### config.mk
export PLATFORM = sky130hd
export DESIGN_NAME = poly_addsub_ctrl_flat
export DESIGN_NICKNAME = d
export VERILOG_FILES = /design/src/rtl/poly_addsub_ctrl_if.sv /design/src/rtl/poly_addsub_ctrl.sv /design/src/flat_wrapper.sv
export SDC_FILE = /design/constraint.sdc
export NUM_CORES = 1
export LEC_CHECK = 0
export ABC_AREA = 1
export ABC_CLOCK_PERIOD_IN_PS = 14700
export BUFFER_PORTS_ARGS = -buffer_cell sky130_fd_sc_hd__clkbuf_2
export CAP_MARGIN = 15
export CORE_UTILIZATION = 60
export DETAILED_ROUTE_END_ITERATION = 8
export PLACE_DENSITY = 0.84
export SLEW_MARGIN = 20
export SYNTH_ARGS = -nofsm -noshare
export SYNTH_HDL_FRONTEND = slang
export SYNTH_SLANG_ARGS = --single-unit
### constraint.sdc
create_clock -name clk -period 14.7 [get_ports clk]
set_input_delay 2.94 -clock clk [delete_from_list [all_inputs] [get_ports clk]]
set_output_delay 2.94 -clock clk [all_outputs]
set_load 0.05 [all_outputs]
### src/rtl/poly_addsub_ctrl_if.sv
// poly_addsub_ctrl_if
//   Bundles the job handshake and the coefficient-memory bus of the
//   polynomial add/sub sequencer.
//   master : job requester / memory side (drives start, sub, read data)
//   slave  : the sequencer (drives status, read strobe/address, write port)
//   Signals: start, sub, busy, done, rd_en, rd_addr, rd_data_a, rd_data_b,
//            wr_en, wr_addr, wr_data
interface poly_addsub_ctrl_if #(
    parameter int unsigned WIDTH  = 32,
    parameter int unsigned ADDR_W = 8
);
    logic              start;
    logic              sub;
    logic              busy;
    logic              done;
    logic              rd_en;
    logic [ADDR_W-1:0] rd_addr;
    logic [WIDTH-1:0]  rd_data_a;
    logic [WIDTH-1:0]  rd_data_b;
    logic              wr_en;
    logic [ADDR_W-1:0] wr_addr;
    logic [WIDTH-1:0]  wr_data;

    modport master (
        output start, sub, rd_data_a, rd_data_b,
        input  busy, done, rd_en, rd_addr, wr_en, wr_addr, wr_data
    );

    modport slave (
        input  start, sub, rd_data_a, rd_data_b,
        output busy, done, rd_en, rd_addr, wr_en, wr_addr, wr_data
    );
endinterface

### src/rtl/poly_addsub_ctrl.sv
// poly_addsub_ctrl
//   Streams N coefficient pairs from two synchronous-read memories through a
//   modular adder and writes (a + b) mod Q or (a - b) mod Q to a result port,
//   one coefficient per cycle, three pipeline stages, no stalls.
//   Ports:
//     clk    - clock, rising edge
//     rst_n  - synchronous active-low reset
//     bus    - poly_addsub_ctrl_if.slave: start/sub request, busy/done status,
//              shared read strobe/address for memories A and B, read data,
//              result write strobe/address/data

// mod_add: y = (a + b) mod Q for a, b in [0, Q), using a WIDTH+1-bit sum.
module mod_add #(
    parameter int unsigned WIDTH = 32,
    parameter int unsigned Q     = 8380417
) (
    input  logic [WIDTH-1:0] a,
    input  logic [WIDTH-1:0] b,
    output logic [WIDTH-1:0] y
);
    localparam logic [WIDTH:0] QX = (WIDTH+1)'(Q);

    logic [WIDTH:0] s;

    always_comb begin
        s = {1'b0, a} + {1'b0, b};
        y = (s >= QX) ? WIDTH'(s - QX) : s[WIDTH-1:0];
    end
endmodule

module poly_addsub_ctrl #(
    parameter int unsigned WIDTH  = 32,
    parameter int unsigned Q      = 8380417,
    parameter int unsigned N      = 256,
    parameter int unsigned ADDR_W = 8
) (
    input  logic             clk,
    input  logic             rst_n,
    poly_addsub_ctrl_if.slave bus
);
    localparam logic [WIDTH-1:0]  QW   = WIDTH'(Q);
    localparam logic [ADDR_W-1:0] LAST = ADDR_W'(N - 1);

    typedef enum logic [1:0] {
        IDLE,
        READ,
        DRAIN,
        DONE
    } state_t;

    state_t            state;
    state_t            state_nx;

    logic              accept;
    logic              sub_q;
    logic [ADDR_W-1:0] rd_addr_q;

    // stage 1: valid + address of the read whose data is on rd_data_*
    logic              v1;
    logic [ADDR_W-1:0] addr1;

    // stage 2: registered write port
    logic              wr_en_q;
    logic [ADDR_W-1:0] wr_addr_q;
    logic [WIDTH-1:0]  wr_data_q;

    logic [WIDTH-1:0]  b_neg;
    logic [WIDTH-1:0]  b_op;
    logic [WIDTH-1:0]  result;

    assign accept = (state == IDLE) && bus.start;

    // FSM state register
    always_ff @(posedge clk) begin
        if (!rst_n) begin
            state <= IDLE;
        end else begin
            state <= state_nx;
        end
    end

    // DRAIN ends once stage 1 is empty: the write in flight that cycle is
    // the last one, so the following cycle is the done cycle.
    always_comb begin
        state_nx = state;
        unique case (state)
            IDLE:    if (bus.start) state_nx = READ;
            READ:    if (rd_addr_q == LAST) state_nx = DRAIN;
            DRAIN:   if (!v1) state_nx = DONE;
            DONE:    state_nx = IDLE;
            default: state_nx = IDLE;
        endcase
    end

    // Read address counter and latched mode
    always_ff @(posedge clk) begin
        if (!rst_n) begin
            rd_addr_q <= '0;
            sub_q     <= 1'b0;
        end else if (accept) begin
            rd_addr_q <= '0;
            sub_q     <= bus.sub;
        end else if ((state == READ) && (rd_addr_q != LAST)) begin
            rd_addr_q <= rd_addr_q + 1'b1;
        end
    end

    // Stage 1 tracking; data itself comes straight from the memories
    always_ff @(posedge clk) begin
        if (!rst_n) begin
            v1    <= 1'b0;
            addr1 <= '0;
        end else begin
            v1 <= (state == READ);
            if (state == READ) begin
                addr1 <= rd_addr_q;
            end
        end
    end

    // Subtraction as addition of the modular negative; b = 0 maps to 0
    // so the operand stays inside [0, Q).
    always_comb begin
        b_neg = (bus.rd_data_b == '0) ? '0 : QW - bus.rd_data_b;
        b_op  = sub_q ? b_neg : bus.rd_data_b;
    end

    mod_add #(
        .WIDTH (WIDTH),
        .Q     (Q)
    ) u_mod_add (
        .a (bus.rd_data_a),
        .b (b_op),
        .y (result)
    );

    // Stage 2: write port holds address/data while idle
    always_ff @(posedge clk) begin
        if (!rst_n) begin
            wr_en_q   <= 1'b0;
            wr_addr_q <= '0;
            wr_data_q <= '0;
        end else begin
            wr_en_q <= v1;
            if (v1) begin
                wr_addr_q <= addr1;
                wr_data_q <= result;
            end
        end
    end

    always_comb begin
        bus.busy    = (state == READ) || (state == DRAIN);
        bus.done    = (state == DONE);
        bus.rd_en   = (state == READ);
        bus.rd_addr = rd_addr_q;
        bus.wr_en   = wr_en_q;
        bus.wr_addr = wr_addr_q;
        bus.wr_data = wr_data_q;
    end
endmodule

### src/flat_wrapper.sv
// flat-port wrapper written by rule: the top's interface ports become plain ports
module poly_addsub_ctrl_flat 
#(
    parameter int unsigned WIDTH  = 32,
    parameter int unsigned Q      = 8380417,
    parameter int unsigned N      = 256,
    parameter int unsigned ADDR_W = 8
)
  (clk, rst_n, bus_start, bus_sub, bus_rd_data_a, bus_rd_data_b, bus_busy, bus_done, bus_rd_en, bus_rd_addr, bus_wr_en, bus_wr_addr, bus_wr_data);
  poly_addsub_ctrl_if #(.WIDTH(WIDTH), .ADDR_W(ADDR_W)) bus_i ();
  input  logic clk;
  input  logic rst_n;
  input wire logic [$bits(bus_i.start)-1:0] bus_start;
  input wire logic [$bits(bus_i.sub)-1:0] bus_sub;
  input wire logic [$bits(bus_i.rd_data_a)-1:0] bus_rd_data_a;
  input wire logic [$bits(bus_i.rd_data_b)-1:0] bus_rd_data_b;
  output wire logic [$bits(bus_i.busy)-1:0] bus_busy;
  output wire logic [$bits(bus_i.done)-1:0] bus_done;
  output wire logic [$bits(bus_i.rd_en)-1:0] bus_rd_en;
  output wire logic [$bits(bus_i.rd_addr)-1:0] bus_rd_addr;
  output wire logic [$bits(bus_i.wr_en)-1:0] bus_wr_en;
  output wire logic [$bits(bus_i.wr_addr)-1:0] bus_wr_addr;
  output wire logic [$bits(bus_i.wr_data)-1:0] bus_wr_data;
  assign bus_i.start = bus_start;
  assign bus_i.sub = bus_sub;
  assign bus_i.rd_data_a = bus_rd_data_a;
  assign bus_i.rd_data_b = bus_rd_data_b;
  assign bus_busy = bus_i.busy;
  assign bus_done = bus_i.done;
  assign bus_rd_en = bus_i.rd_en;
  assign bus_rd_addr = bus_i.rd_addr;
  assign bus_wr_en = bus_i.wr_en;
  assign bus_wr_addr = bus_i.wr_addr;
  assign bus_wr_data = bus_i.wr_data;
  poly_addsub_ctrl #(.WIDTH(WIDTH), .Q(Q), .N(N), .ADDR_W(ADDR_W)) u_core (.clk(clk), .rst_n(rst_n), .bus(bus_i));
endmodule
* Word-level counts from Yosys, hierarchy flattened *
Index checks and enable logic that the tools add are counted.
Widths: inputs -> output; s select.

storage, ports and cells
  flip-flop bits (word level) = 61
  input bits = 68
  logic and storage cells = 36

operators by class
  $add $sub $neg = 4
  $lt $le $gt $ge = 1
  equal/unequal tests = 8
  muxes and demuxes = 7
  bitwise gates (word level) = 1
  reduce and logical (&&, ||, !) cells = 7

operators by type and width
  operator                number
  $mux 32                 3
  $add 32x32->33          1
  $ge 33x23->1 const B    1
  $logic_not 32->1        1
  $sub 23x32->32 const A  1
  $sub 32x23->32 const B  1
  $add 8x1->8 const B     1
  $eq 8x8->1 const B      1
  $ne 8x8->1 const B      1
  $pmux 2 s4              1
  $mux 2                  3
  $eq 2x2->1 const B      2
  $ne 2x2->1 const B      2
  $reduce_and 3->1        1
  $eq 2x1->1 const B      1
  $logic_and 1x1->1       2
  $logic_not 2->1         1
  $ne 2x1->1 const B      1
  $reduce_or 2->1         1
  $logic_or 1x1->1        1
  $not 1->1               1

* Logic depth before layout (Yosys ltp) *
  word-level depth = 6
  mapped depth = 35
  gate-level depth less buffers = 35

* Modules after synthesis *
A second synthesis with hierarchy kept.

second synthesis, totals
  cells, all modules = 1485
  area, all modules = 7952.6 sq um

modules (own cells, without submodules)
  module            instances  cells each  area an instance (sq um)
  mod_add           1          897         4302.9
  poly_addsub_ctrl  1          588         3649.8

* Worst setup path before layout *
Ideal clock, no wire load.

  kind = input -> register
  from = in bus_rd_data_b[1]
  to = reg u_core.wr_data_q[22], in the netlist u_core.bus.wr_data[22]
  setup time = 70 ps
  arrival time = 6625 ps
  slack = 8004 ps
  stages on the path = 33
  path buffers = 1
  path through = inv_1 ha_1 nand2_1 nor3_1 nand3_1 nor2_1 inv_1 nor2_1 or2_2 nor3_1 nor2_1 a21oi_1 a21oi_1 xor2_1 inv_1 ha_1 a21o_1 a21oi_1 nand2_1 nor2_1 nand2_1 nand2_1 nand2_1 inv_2 nand2_1 nor2_4 nand2_2 nor2_8 buf_6 nand2_1 nand2_1 nand2_1 a21oi_1

on the way
  cells in the longest elaborated chain, start to end = 6
  elaborated cells between the ends (all ways) = 8

RTL lines
  what                                                       RTL line                 source
  start, declared                                            flat_wrapper.sv:16       input wire logic [$bits(bus_i.rd_data_b)-1:0] bus_rd_data_b;
  $sub 23x32->32 / $logic_not 32->1 (equally long branches)  poly_addsub_ctrl.sv:124  b_neg = (bus.rd_data_b == '0) ? '0 : QW - bus.rd_data_b;
  $mux 32                                                    poly_addsub_ctrl.sv:124
  $mux 32 *                                                  poly_addsub_ctrl.sv:125  b_op = sub_q ? b_neg : bus.rd_data_b;
  $add 32x32->33 *                                           poly_addsub_ctrl.sv:26   s = {1'b0, a} + {1'b0, b};
  $sub 32x23->32 / $ge 33x23->1 (equally long branches)      poly_addsub_ctrl.sv:27   y = (s >= QX) ? WIDTH'(s - QX) : s[WIDTH-1:0];
  $mux 32 *                                                  poly_addsub_ctrl.sv:27
  end signal, assigned                                       poly_addsub_ctrl.sv:147  wr_data_q <= result;
  end, declared                                              poly_addsub_ctrl.sv:65   logic [WIDTH-1:0] wr_data_q;

Mark *: on every way between the ends. The rest lies on a longest branch, timed or not.
A chain may end at the register's enable or synchronous reset.

* Worst setup path in the final report *
  from = in bus_rd_data_b[1]
  to = reg u_core.wr_data_q[14], in the netlist u_core.bus.wr_data[14]

Same word-level chain as after synthesis.

==> impl_metrics.py <==
metrics = {
    "global_routing": {
        "antenna_found_initial": 0,
        "grt_pass1_wl_um": 34220,
        "grt_max_degree": 42,
        "grt_overflow": 0,
        "grt_pass1_vias": 7587,
        "grt_usage_pct": 33.24,
    },
    "finish": {
        "layout-drive-gt1-share_pct": 12.40,
        "ff_latch_area_um2": 1221,
        "antennaDiodeCount": 0,
        "fillers": 1100,
        "syn_to_final_growth_pct": 12.73,
        "nNetsFinal": 1543,
        "stdcell_area_um2": 8253,
        "multi_input_area_um2": 5096,
    },
    "run_status": {
        "outcome": "finished clean",
    },
    "clock_tree": {
        "htree_levels": 3,
        "clock_sinks": 61,
        "cts_resized": 0,
        "cts_hold_buf": 0,
        "cts_tree": "yes",
        "clock-root-buffer": "clkbuf_16",
        "clk_pin_slew_worst_paths_ns": 0.05,
        "numCtsBuffers": 9,
        "post_cts_buffers": 0,
        "clockBufferDepth": 2,
        "insertion_delay_ns": 0.33,
    },
    "route": {
        "detail-route-antenna-nets": 0,
        "routed-via-count": 8276,
        "drc": 0,
        "drt_first_iter_violations": 650,
        "routedWlPerCell_um": 12.93,
        "viasPerCell": 5.245,
        "dr.pass1.iters": 5,
        "wirelength_um": 20400,
    },
    "sta": {
        "slew_headroom_pct": 32.77,
        "min_period_ns": 7.570,
        "rsz0062_at_grt": "no",
        "worst_pin_slew_ns": 1.007,
        "finalCritPeriodShare_pct": 51.50,
        "finalSetupViolations": 0,
        "max_freq_mhz": 132.1,
        "slew_violations": 0,
        "postLayoutSetupSlackWorst_ns": 7.130,
        "skew_ns": 0.005450,
        "timing.setup.tns_ns": 0,
        "hold_violations": 0,
    },
    "setup_path": {
        "cp_max_fo": 35,
        "cp-start-kind": "input pin",
        "slowest_stage": "nand4_4",
        "slowest_delay_ns": 0.45,
        "criticalPathCategory": "input pin to register",
        "cp-end-kind": "register",
        "crit_top_cell": "nand2_1",
        "required_ns": 14.87,
        "reg2reg_slack_ns": 9.29,
        "arrival_ns": 7.74,
    },
    "die": {
        "initial_core_util_pct": 62.77,
        "core-area_um2": 11660,
        "boundaryPins": 120,
        "num_rows": 39,
        "die_area_um2": 12650,
        "die_h_um": 112.5,
        "die_x_um": 112.5,
    },
    "power": {
        "p_per_area_nw_per_um2": 156.0,
        "ir_drop_mv": 0.1208,
        "p_leak_nw": 4.670,
    },
    "synthesis": {
        "ys_warn_count": 0,
        "synth_seq_cells": 61,
        "synth.top_cells.by_count": "nand2_1, inv_1, nor2_1",
        "synth_ff_type": "dfxtp_1",
        "syn-mean-instance-area_um2": 5.529,
        "synth_top_family_by_area": "simple AND/OR/NAND/NOR gates",
        "synth_fa_ha_area_share_pct": 7.794,
        "muxShareOfSynthArea_pct": 0,
        "yosys.area.top_type_share_pct": 23.64,
        "ys_seq_area_share_pct": 16.68,
        "synth-xor-area-share_pct": 5.828,
        "synth-edff-count": 0,
        "async_flop_share_pct": 0,
        "syn_inst": 1324,
        "syn-num-nets": 1437,
        "ys_types": 46,
        "synth-simple-area-share_pct": 47.12,
        "synth_compound_area_share_pct": 8.870,
        "syn-cell-area_um2": 7321,
        "synth.most_common_cell": "nand2_1",
        "ys_top_cells_by_area": "nand2_1, dfxtp_1, inv_1, nor2_1, ha_1",
        "yosys.area.top_type": "nand2_1",
    },
    "place": {
        "place_congestion": 0.9343,
        "port_buffers": 119,
        "dp_slack_ns": 6.930,
        "dp_hpwl_um": 16670,
        "placed_area_um2": 7978,
    },
    "job": {
        "drv_cap": 0,
    },
    "min_path": {
        "hp-class": "register to register",
    },
}
## report_power, final
group	internal (mW)	switching (mW)	total (mW)
Clock	0.114	0.0804	0.195
Sequential	0.200	0.0246	0.224
Combinational	0.262	0.606	0.868
Total	0.576	0.711	1.29
## critical path, delay by kind of cell
kind,cells,cell delay [ns]
simple gates,21,3.30
xor+xnor,1,0.16
fa+ha+maj,2,0.49
compound gates,3,0.38
buf+inv,5,0.45
## state kept, by name, summed over array words and instances, names as in the netlist
signal / count
u_core.state: 2
u_core.sub_q: 1
u_core.addr1: 8
u_core.v1: 1
u_core.bus.rd_addr: 8
u_core.bus.wr_data: 32
u_core.bus.wr_addr: 8
u_core.bus.wr_en: 1
## layout by cell type (no fill, tap or decap), drive strengths merged, types with 7 or more instances in the layout
cell    netlist  routed
dfxtp        61      61
nand3        77      77
a21oi        71      71
nand2       474     474
ha           44      44
clkbuf       16     128
nand3b        7       7
clkinv        1       7
xor2         31      31
inv         233     234
xnor2        13      13
nor4         11      11
nand4        24      24
o21ai        34      34
nor3         30      30
nor2        159     159
## cell families (layout without fill, tap and decap cells)
logic type	count (synthesis)	in the layout
AOI/OAI and AO/OA	121	121
xor gates and xnor gates	44	44
adders and majority gates	45	45
buffers and inverters	259	370
DFF	61	61
and+or+nand+nor	794	794
## path summary, 6_finish.rpt
kind              cells past startpoint                          from                             endpoint
setup / recovery                     32              bus_rd_data_b[1]  u_core.bus.wr_data[14]$_SDFFE_PN0P_
hold / removal                        2  u_core.addr1[0]$_SDFFE_PN0P_         u_core.addr1[0]$_SDFFE_PN0P_
setup reg to reg                     21     u_core.sub_q$_SDFFE_PN0P_  u_core.bus.wr_data[14]$_SDFFE_PN0P_
hold reg to reg                       2  u_core.addr1[0]$_SDFFE_PN0P_         u_core.addr1[0]$_SDFFE_PN0P_
## final cells by class
cell class,instances,share of cell area (%)
multi-input cells,1004,61.75
flip-flops and latches,61,14.80
inverters,234,10.64
repair buffers,120,7.307
clock buffers,9,2.729
well taps,143,2.168
clock inverters,7,0.6064
## per-stage QoR
step | cells | total power, mW | hold WS, ns | util [%]
final | 1578 | 1.287 | 0.4596 | 70.76
after global placement | 1562 | 1.072 | 0.4513 | 68.40
after detailed placement | 1562 | 1.082 | 0.4519 | 68.40
after floorplan | 1324 | 0.9011 | 0.4340 | -
after CTS | 1578 | 1.281 | 0.4599 | 70.76
after global routing | 1578 | 1.405 | 0.4858 | 70.76
## layer usage
layer / share of wire, % / routed length, um / track usage [%]
met3: 5.2 / 1052 / 4.968
met4: 1.8 / 374 / 8.178
met5: 0 / 0 / 0
met1: 46 / 9429 / 42.08
met2: 47 / 9545 / 59.09
Power figures use the tool's default switching activity.
